==> config.mk <==
export PLATFORM = sky130hd
export DESIGN_NAME = fetch_buffer_flat
export DESIGN_NICKNAME = d
export VERILOG_FILES = /design/src/rtl/fetch_buffer_pkg.sv /design/src/rtl/fetch_buffer_if.sv /design/src/rtl/fetch_buffer_fifo.sv /design/src/rtl/fetch_buffer.sv /design/src/flat_wrapper.sv
export SDC_FILE = /design/constraint.sdc
export NUM_CORES = 1
export LEC_CHECK = 0
export CAP_MARGIN = 10
export CORE_ASPECT_RATIO = 1.4
export CORE_MARGIN = 2
export CORE_UTILIZATION = 46
export DETAILED_ROUTE_END_ITERATION = 7
export PLACE_DENSITY_LB_ADDON = 0.1
export SETUP_SLACK_MARGIN = 0.15
export SYNTH_ARGS = -nofsm -noshare
export SYNTH_HDL_FRONTEND = slang
export SYNTH_SLANG_ARGS = --single-unit
==> constraint.sdc <==
create_clock -name clk -period 3.3 [get_ports clk]
set_clock_uncertainty 0.2 [all_clocks]
set_input_delay 0.66 -clock clk [delete_from_list [all_inputs] [get_ports clk]]
set_output_delay 0.66 -clock clk [all_outputs]
set_load 0.03 [all_outputs]
==> src/rtl/fetch_buffer_pkg.sv <==
// Shared types and constants for the instruction fetch front end.
// The package is named riscv_pkg because the rest of the core imports that name.
package riscv_pkg;

    localparam int XLEN = 32;
    localparam logic [XLEN-1:0] NOP_INSTR = 32'h0000_0013;

    typedef enum logic [1:0] {
        IDLE = 2'd0,
        BUSY = 2'd1,
        DROP = 2'd2
    } fetch_state_e;

    typedef struct packed {
        logic [XLEN-1:0] pc;
        logic [XLEN-1:0] instr;
    } fetch_entry_t;

endpackage

==> src/rtl/fetch_buffer_if.sv <==
// Instruction-memory request/ack channel and fetch-to-decode valid/ready channel.
interface fetch_buffer_if;
    import riscv_pkg::*;

    logic            imem_req;
    logic [XLEN-1:0] imem_addr;
    logic            imem_ack;
    logic [XLEN-1:0] imem_rdata;
    logic            dec_valid;
    logic            dec_ready;
    logic [XLEN-1:0] dec_pc;
    logic [XLEN-1:0] dec_instr;

    modport master (
        output imem_req, imem_addr, dec_valid, dec_pc, dec_instr,
        input  imem_ack, imem_rdata, dec_ready
    );

    modport slave (
        input  imem_req, imem_addr, dec_valid, dec_pc, dec_instr,
        output imem_ack, imem_rdata, dec_ready
    );

endinterface

==> src/rtl/fetch_buffer_fifo.sv <==
// Synchronous FIFO of {pc, instr} fetch entries with flush; head is the oldest entry.
module fetch_fifo
    import riscv_pkg::*;
#(
    parameter  int DEPTH = 4,
    localparam int CNT_W = $clog2(DEPTH + 1),
    localparam int PTR_W = $clog2(DEPTH)
) (
    input  logic             clk,
    input  logic             rstn,
    input  logic             push,
    input  fetch_entry_t     push_entry,
    input  logic             pop,
    input  logic             flush,
    output logic [CNT_W-1:0] count,
    output fetch_entry_t     head
);

    fetch_entry_t     mem [DEPTH];
    logic [PTR_W-1:0] wr_ptr;
    logic [PTR_W-1:0] rd_ptr;

    // Entry storage carries no reset; only pointers and count are control state.
    always_ff @(posedge clk) begin
        if (push && !flush) begin
            mem[wr_ptr] <= push_entry;
        end
    end

    always_ff @(posedge clk or negedge rstn) begin
        if (!rstn) begin
            wr_ptr <= '0;
            rd_ptr <= '0;
            count  <= '0;
        end else if (flush) begin
            wr_ptr <= '0;
            rd_ptr <= '0;
            count  <= '0;
        end else begin
            if (push) begin
                wr_ptr <= wr_ptr + PTR_W'(1);
            end
            if (pop) begin
                rd_ptr <= rd_ptr + PTR_W'(1);
            end
            case ({push, pop})
                2'b10:   count <= count + CNT_W'(1);
                2'b01:   count <= count - CNT_W'(1);
                default: count <= count;
            endcase
        end
    end

    assign head = mem[rd_ptr];

endmodule

==> src/rtl/fetch_buffer.sv <==
// Fetch front end: owns the fetch PC, runs the imem req/ack handshake and buffers results for decode.
// Optional same-cycle ack-to-decode bypass is enabled by defining FETCH_BYPASS_EN.
module fetch_buffer
    import riscv_pkg::*;
#(
    parameter  int              DEPTH    = 4,
    parameter  logic [XLEN-1:0] RESET_PC = '0,
    localparam int              CNT_W    = $clog2(DEPTH + 1)
) (
    input  logic              clk,
    input  logic              rstn,
    input  logic              redirect_valid,
    input  logic [XLEN-1:0]   redirect_pc,
    fetch_buffer_if.master    bus,
    output logic [CNT_W-1:0]  occupancy
);

    localparam logic [1:0]     ST_IDLE = IDLE;
    localparam logic [1:0]     ST_BUSY = BUSY;
    localparam logic [1:0]     ST_DROP = DROP;
    localparam logic [CNT_W:0] DEPTH_C = (CNT_W + 1)'(DEPTH);

    logic [1:0]      state;
    logic [XLEN-1:0] fetch_pc;
    logic            fifo_empty;
    logic            bypass_hit;
    logic            push;
    logic            pop;
    logic            launch;
    logic [CNT_W:0]  cnt_next;
    fetch_entry_t    push_entry;
    fetch_entry_t    head;

    assign fifo_empty = (occupancy == '0);

`ifdef FETCH_BYPASS_EN
    assign bypass_hit = fifo_empty && (state == ST_BUSY) && bus.imem_ack && !redirect_valid;
`else
    assign bypass_hit = 1'b0;
`endif

    // A bypassed entry consumed by decode this cycle never occupies a FIFO slot.
    assign push = (state == ST_BUSY) && bus.imem_ack && !redirect_valid
                  && !(bypass_hit && bus.dec_ready);
    assign pop  = !fifo_empty && bus.dec_ready && !redirect_valid;

    assign cnt_next = {1'b0, occupancy} + (CNT_W + 1)'(push) - (CNT_W + 1)'(pop);

    // A launch reserves the slot its response will land in, so it needs cnt_next < DEPTH.
    assign launch = !redirect_valid && (cnt_next < DEPTH_C)
                    && ((state == ST_IDLE) || ((state == ST_BUSY) && bus.imem_ack));

    assign push_entry.pc    = bus.imem_addr;
    assign push_entry.instr = bus.imem_rdata;

    always_ff @(posedge clk or negedge rstn) begin
        if (!rstn) begin
            state         <= ST_IDLE;
            bus.imem_req  <= 1'b0;
            bus.imem_addr <= RESET_PC;
            fetch_pc      <= RESET_PC;
        end else if (redirect_valid) begin
            fetch_pc <= redirect_pc & ~XLEN'(3);
            // An unanswered request cannot be aborted; wait out its ack in DROP.
            if ((state != ST_IDLE) && !bus.imem_ack) begin
                state <= ST_DROP;
            end else begin
                state        <= ST_IDLE;
                bus.imem_req <= 1'b0;
            end
        end else if (launch) begin
            state         <= ST_BUSY;
            bus.imem_req  <= 1'b1;
            bus.imem_addr <= fetch_pc;
            fetch_pc      <= fetch_pc + XLEN'(4);
        end else if ((state != ST_IDLE) && bus.imem_ack) begin
            state        <= ST_IDLE;
            bus.imem_req <= 1'b0;
        end
    end

    fetch_fifo #(
        .DEPTH (DEPTH)
    ) u_fifo (
        .clk        (clk),
        .rstn       (rstn),
        .push       (push),
        .push_entry (push_entry),
        .pop        (pop),
        .flush      (redirect_valid),
        .count      (occupancy),
        .head       (head)
    );

    always_comb begin
        bus.dec_valid = !fifo_empty;
        bus.dec_pc    = fifo_empty ? '0 : head.pc;
        bus.dec_instr = fifo_empty ? NOP_INSTR : head.instr;
        if (bypass_hit) begin
            bus.dec_valid = 1'b1;
            bus.dec_pc    = bus.imem_addr;
            bus.dec_instr = bus.imem_rdata;
        end
    end

endmodule

==> src/flat_wrapper.sv <==
// flat-port wrapper written by rule: the top's interface ports become plain ports
module fetch_buffer_flat import riscv_pkg::*;
#(
    parameter  int              DEPTH    = 4,
    parameter  logic [XLEN-1:0] RESET_PC = '0,
    localparam int              CNT_W    = $clog2(DEPTH + 1)
)
  (clk, rstn, redirect_valid, redirect_pc, occupancy, bus_imem_req, bus_imem_addr, bus_dec_valid, bus_dec_pc, bus_dec_instr, bus_imem_ack, bus_imem_rdata, bus_dec_ready);
  fetch_buffer_if bus_i ();
  input  logic clk;
  input  logic rstn;
  input  logic redirect_valid;
  input  logic [XLEN-1:0] redirect_pc;
  output logic [CNT_W-1:0] occupancy;
  output wire logic [$bits(bus_i.imem_req)-1:0] bus_imem_req;
  output wire logic [$bits(bus_i.imem_addr)-1:0] bus_imem_addr;
  output wire logic [$bits(bus_i.dec_valid)-1:0] bus_dec_valid;
  output wire logic [$bits(bus_i.dec_pc)-1:0] bus_dec_pc;
  output wire logic [$bits(bus_i.dec_instr)-1:0] bus_dec_instr;
  input wire logic [$bits(bus_i.imem_ack)-1:0] bus_imem_ack;
  input wire logic [$bits(bus_i.imem_rdata)-1:0] bus_imem_rdata;
  input wire logic [$bits(bus_i.dec_ready)-1:0] bus_dec_ready;
  assign bus_imem_req = bus_i.imem_req;
  assign bus_imem_addr = bus_i.imem_addr;
  assign bus_dec_valid = bus_i.dec_valid;
  assign bus_dec_pc = bus_i.dec_pc;
  assign bus_dec_instr = bus_i.dec_instr;
  assign bus_i.imem_ack = bus_imem_ack;
  assign bus_i.imem_rdata = bus_imem_rdata;
  assign bus_i.dec_ready = bus_dec_ready;
  fetch_buffer #(.DEPTH(DEPTH), .RESET_PC(RESET_PC)) u_core (.clk(clk), .rstn(rstn), .redirect_valid(redirect_valid), .redirect_pc(redirect_pc), .bus(bus_i), .occupancy(occupancy));
endmodule
# Yosys cells after proc, flatten, opt, wreduce, memory -nomap -nowiden
# Memories as Yosys holds them, arrays and structs flattened.
# Cells that the tools add are included.
# word_totals
register_bits,74
latch_bits,0
ramBits,256
romBits,0
in_bits,69
out_inout_bits,101
word_cells,64
n_memories,1
# memory_table
memory,depth,word_bits,rd,rd_clocked_by_memory_dff,wr,line_no,source
u_core.u_fifo.mem,4,64,1,0,1,fetch_buffer_fifo.sv:19,fetch_entry_t mem [DEPTH];
# op_classes
add_sub_neg,7
multipliers,0
n_div,0
order_cmp,1
n_eq_ne,4
shift,0
mux,20
n_bitwise,1
n_reduce_logical,23
# op_table
operator,n
$mux W32,4
$add A32 B3 Y32 const B,1
$mux W2,8
$logic_and A1 B1 Y1,9
$reduce_bool A2 Y1,4
$mux W1,6
$pmux W3 S2,1
$reduce_bool A3 Y1,2
$add A2 B1 Y2 const B,2
$add A3 B1 Y4,1
$eq A2 B1 Y1 const B,2
$lt A4 B3 Y1 const B,1
$reduce_and A2 Y1,2
$sub A4 B1 Y4,1
$add A3 B1 Y3 const B,1
$logic_not A1 Y1,3
$logic_not A3 Y1,1
$mux W3,1
$sub A3 B1 Y3 const B,1
$eq A2 B2 Y1 const B,1
$logic_not A2 Y1,1
$ne A2 B2 Y1 const B,1
$logic_or A1 B1 Y1,1
$not A1 Y1,1

# Depth between registers and ports, before layout
# Gate-level depths: netlist (run 1).
# depth
ltp_word,10
depth_mapped,13
mapped_depth_nobuf,11

# Modules after synthesis
# A second synthesis (run 1) with hierarchy kept.
# hier_totals
hier_cells,755
area_unflattened_um2,13282.7
# by_module_without_submodules
module,n_inst,cells_per_inst,area_per_inst_um2,seq_area_each_um2
fetch_fifo,1,375,9656.8,7862.5
fetch_buffer,1,380,3626.0,1576.5

# Worst setup path after synthesis (run 1)
# OpenSTA, ideal clock, no wires.
# synth_path
kind,input -> register
start,input redirect_valid
end,register u_core.fetch_pc[16]
setup_time_ns,0.082
arrival_time_ns,3.390
t_required_ns,3.018
path_slack_ns,-0.372
cell_stages,13
n_path_buf,5
path_cell_list,clkbuf_1 -> buf_1 -> clkbuf_1 -> nor2_1 -> ha_1 -> inv_1 -> ha_1 -> a31oi_1 -> mux2i_2 -> buf_6 -> clkbuf_1 -> o31ai_1 -> a31oi_1
# synth_via
elab_chain_len,8
word_cells_on_any_way,10
classes_between,2 x add/sub; 1 x order compare; 1 x mux; 6 x reduce/logical
# synth_rtl
item,line_no,source
start: declaration,flat_wrapper.sv:12,input logic redirect_valid;
$logic_not A1 Y1,"fetch_buffer.sv:43, fetch_buffer.sv:45, fetch_buffer.sv:50",
$logic_and A1 B1 Y1,fetch_buffer.sv:43,assign push = (state == ST_BUSY) && bus.imem_ack && !redirect_valid
$add A3 B1 Y4,fetch_buffer.sv:47,"assign cnt_next = {1'b0, occupancy} + (CNT_W + 1)'(push) - (CNT_W + 1)'(pop);"
$sub A4 B1 Y4,fetch_buffer.sv:47,
$lt A4 B3 Y1,fetch_buffer.sv:50,assign launch = !redirect_valid && (cnt_next < DEPTH_C)
$logic_and A1 B1 Y1,fetch_buffer.sv:50,
$logic_and A1 B1 Y1,fetch_buffer.sv:51,&& ((state == ST_IDLE) || ((state == ST_BUSY) && bus.imem_ack));
$reduce_bool A2 Y1 (no source line),-,
end signal: assignment,fetch_buffer.sv:63,fetch_pc <= redirect_pc & ~XLEN'(3);
end signal: assignment,fetch_buffer.sv:75,fetch_pc <= fetch_pc + XLEN'(4);
end: declaration,fetch_buffer.sv:24,logic [XLEN-1:0] fetch_pc;
# Several ways; a longest one is shown, not always the timed one.
# A chain may end at the register's enable or synchronous reset.

# Worst setup path after layout (run 1)
# layout_path
start,register u_core.u_fifo.rd_ptr[0]
end,output bus_dec_pc[15]
# layout_via
elab_chain_len,2
# layout_rtl
item,line_no,source
start: declaration,fetch_buffer_fifo.sv:21,logic [PTR_W-1:0] rd_ptr;
start signal: assignment,fetch_buffer_fifo.sv:44,rd_ptr <= rd_ptr + PTR_W'(1);
$mem_v2 Z4 W64,-,
$mux W32,fetch_buffer.sv:97,bus.dec_pc = fifo_empty ? '0 : head.pc;
end: declaration,flat_wrapper.sv:18,output wire logic [$bits(bus_i.dec_pc)-1:0] bus_dec_pc;
# Every way passes these cells.

==> impl_metrics.py, run 1 <==
metrics = {
    "run_status": {
        "status": "finished, final reports clean",
    },
    "worst_setup_path": {
        "path_class": "flip-flop to output pin",
        "required_ns": 2.44,
        "cp_max_fo": 7,
        "crit_chain": "buf_12 > clkbuf_16 > buf_16 > mux4_2 > and2_1 > buf_4",
        "worstSetupEndpoint": "bus_dec_pc[15]",
        "ff2ff_setup_slack_ns": 0.33,
        "path_buf_inv": 4,
        "crit_path_start": "u_core.u_fifo.rd_ptr[0]",
        "crit_path_end_kind": "output pin",
        "r2r-end": "u_core.fetch_pc[7]",
        "r2r_cells": 11,
        "crit_path_start_kind": "flip-flop",
        "slowest_stage": "dfrtp_4",
        "rr_startpoint": "u_core.state[1]",
        "cpLargestDelayFamily": "buffers and inverters",
        "critical_path_arrival_ns": 2.30,
        "crit_cells": 6,
        "cp_slowest_stage_delay_ns": 0.50,
    },
    "floorplan": {
        "start_util": 0.4686,
        "fp.dieArea_mm2": 0.02965,
        "ioPinCount": 170,
        "coreArea_mm2": 0.02775,
        "die_h_um": 202.9,
        "rows": 72,
        "die-width_um": 146.1,
    },
    "final_layout": {
        "drive_above_1_share": 0.2969,
        "diodes": 0,
        "fillers": 2185,
        "nNetsFinal": 1043,
        "syn_to_final_growth_pct": 27.94,
        "layout.cells.non_filler": 1357,
    },
    "grt": {
        "grt_pass1_vias": 7828,
        "antenna_found_initial": 0,
        "grt-ovfl-total": 0,
        "grt_max_degree": 71,
        "grt_use_total": 0.1934,
        "grt_pass1_wl_mm": 44.85,
    },
    "synth": {
        "netlist_area_mm2": 0.01300,
        "synthTopCellsByCount": "248 x edfxtp_1, 70 x dfrtp_1, 64 x and2_1, 62 x mux4_2, 39 x nor2_1",
        "synth-async-reset-ratio": 0.2201,
        "ys_types": 46,
        "synth-compound-area-share": 0.03108,
        "synth_fa_ha_area_frac": 0.01020,
        "synth_top_family_by_area": "multiplexers",
        "synth_mux_area_frac": 0.1368,
        "synth_edf_count": 248,
        "synth_most_common_cell": "edfxtp_1",
        "synth_top_area_share": 0.5727,
        "yosys.area_share.simple": 0.08959,
        "synthTopCellsByArea": "edfxtp_1 57%, dfrtp_1 13%, mux4_2 11%, and2_1 3.1%, mux2_2 2.7%",
        "syn_area_per_cell_um2": 17.22,
        "synth_seq_cells": 318,
        "synth_xor_area_frac": 0.004715,
        "ys_warn_count": 0,
        "synth.largest_area_cell": "edfxtp_1",
        "ys_seq_area_frac": 0.7075,
        "ys.flop_type": "edfxtp_1",
        "synthCells": 755,
    },
    "placed_design": {
        "dp_cells": 1286,
        "dp_hpwl_mm": 18.03,
        "place.gp.congestion": 0.8805,
        "numPortBuffers": 163,
    },
    "drt": {
        "ant_nets": 0,
        "drc": 0,
        "dr.pass1.iters": 4,
        "drt_iter0_drc": 447,
        "wl_mm": 28.48,
        "viasPerCell": 5.542,
        "num_vias": 7520,
        "wl_per_cell_um": 20.99,
    },
    "power": {
        "finalPower_mw": 10.85,
        "powerDensity_mw_per_mm2": 652.0,
        "leakage_nw": 5.764,
        "ir_drop_uv": 400.4,
    },
    "timing": {
        "holdWs_ns": 0.3525,
        "tns_ns": 0,
        "period_share": 0.9575,
        "rsz0062_at_grt": "true",
        "hold_violations": 0,
        "finalSetupViolCount": 0,
        "maxClockFrequency_ghz": 0.3165,
        "fin_crit_ns": 3.160,
        "drv_slew": 0,
    },
    "clock_tree": {
        "numCtsBuffers": 30,
        "worstSkewPairLatency_ns": 0.55,
        "htree_levels": 1,
        "root_buffer": "clkbuf_16",
        "clk_pin_slew_ns": 0.06,
        "clock_path_buffers": 3,
        "cts_tree": "done",
        "clock-sinks": 318,
    },
    "job": {
        "max_cap_violations": 0,
    },
    "worst_hold_path": {
        "hold_class": "flip-flop to flip-flop",
    },
}
==> power by group <==
group          switching, mW  leakage, nW  internal (mW)
combinational           1.16         2.22           1.00
sequential             0.352         3.04           4.75
clock                   1.45        0.508           2.13
total                   2.96         5.76           7.88
==> metrics by stage <==
stage                 util  worst slack [ns]  cell area [um^2]
global placement    0.5522           -0.2346             15320
global route        0.5996           0.05729             16640
finish              0.5996            0.1404             16640
floorplan                -            0.1685             13070
detailed placement  0.5522           -0.3269             15320
CTS                 0.5958           0.04573             16530
==> worst register-to-register path: cells and delay by family, from the launching register on <==
kind / cells / cell delay, ns
compound gates: 2 / 0.41
fa+ha+maj: 2 / 0.42
buf+inv: 3 / 0.36
flops: 1 / 0.46
mux: 1 / 0.11
simple gates: 3 / 0.93
==> logic make-up (layout without fill, tap and decap cells) <==
family,count (synthesis),in the layout
AO/OA/AOI/OAI,62,62
XOR/XNOR,7,7
adder cells (fa/ha/maj),10,10
buffers and inverters,57,286
flip-flops,318,318
multiplexers,96,96
other,1,4
AND/OR/NAND/NOR,204,204
==> what timing repair did <==
action,in CTS,in global routing
endpoints found under the setup margin,67,62
resized for setup,93,90
pin swaps,0,2
endpoints found under the hold margin,70,0
buffers inserted,7,3
hold buffers,1,0
cloned,2,3
==> how the worst min path moves through the flow <==
stage | startpoint | endpoint | slack (ns) | cells after the start
finish | u_core.fetch_pc[31] | u_core.bus.imem_addr[31] | 0.35 | 1
global route | u_core.fetch_pc[31] | u_core.bus.imem_addr[31] | 0.38 | 1
global placement | u_core.bus.imem_addr[11] | u_core.u_fifo.mem[2][43] | 0.33 | 0
detailed placement | u_core.fetch_pc[31] | u_core.bus.imem_addr[31] | 0.34 | 1
CTS | u_core.fetch_pc[31] | u_core.bus.imem_addr[31] | 0.36 | 1
floorplan | rstn | u_core.bus.imem_addr[10] | 0.16 | 0
==> state kept, by name, indices dropped and copies added, names as in the netlist <==
register and count:
u_core.bus.imem_req 1, u_core.u_fifo.rd_ptr 2, u_core.bus.imem_addr 30, u_core.u_fifo.wr_ptr 2, u_core.fetch_pc 30, u_core.u_fifo.count 3, u_core.state 2, u_core.u_fifo.mem 248
==> per-layer routing <==
layer / wire length, um / part of all wire / up-vias / global-route usage
met5: 0 / 0 / - / 0
met3: 1495 / 0.052 / 42 / 0.02787
met2: 14550 / 0.51 / 249 / 0.3379
met4: 651 / 0.023 / 0 / 0.05825
li1: - / - / 3381 / -
met1: 11780 / 0.41 / 3848 / 0.2532
==> placed cells by master (no fill, tap or decap), types with 5 or more instances in the layout <==
cell / Yosys / routed
edfxtp_1: 248 / 248
clkdlybuf4s50_1: 0 / 100
dfrtp_1: 70 / 68
mux4_2: 62 / 62
and2_1: 64 / 46
buf_4: 4 / 40
nor2_1: 39 / 36
clkbuf_16: 0 / 34
mux2_2: 31 / 31
nand3_1: 23 / 23
buf_6: 2 / 22
a31oi_1: 21 / 20
nand2_1: 19 / 19
and2_4: 0 / 18
or4_1: 17 / 17
o31ai_1: 16 / 16
buf_2: 11 / 15
buf_12: 0 / 14
clkbuf_2: 0 / 13
inv_1: 13 / 12
o21ai_0: 11 / 11
nand4_1: 11 / 11
clkinv_2: 0 / 11
ha_1: 9 / 8
a21oi_1: 5 / 5
and4_1: 5 / 5
or3_1: 5 / 5
bufinv_16: 0 / 5
==> area by class of cell <==
type / instances / area, um^2 / area share
sequential: 318 / 9206 / 0.5534
multi-input combinational: 383 / 3662 / 0.2201
timing repair buffer: 217 / 2220 / 0.1334
clock buffer: 36 / 804.5 / 0.04836
tap: 370 / 462.9 / 0.02783
clock inverter: 19 / 227.7 / 0.01369
inverter: 14 / 52.55 / 0.003159
No activity file was read; power rests on OpenSTA's default activity.
==> inputs of run 2 (changes only) <==
Settings changed: HOLD_SLACK_MARGIN set to 0.08.
==> results of run 2 <==
Same layout as run 1: the final DEF is identical, and so are final timing and power.
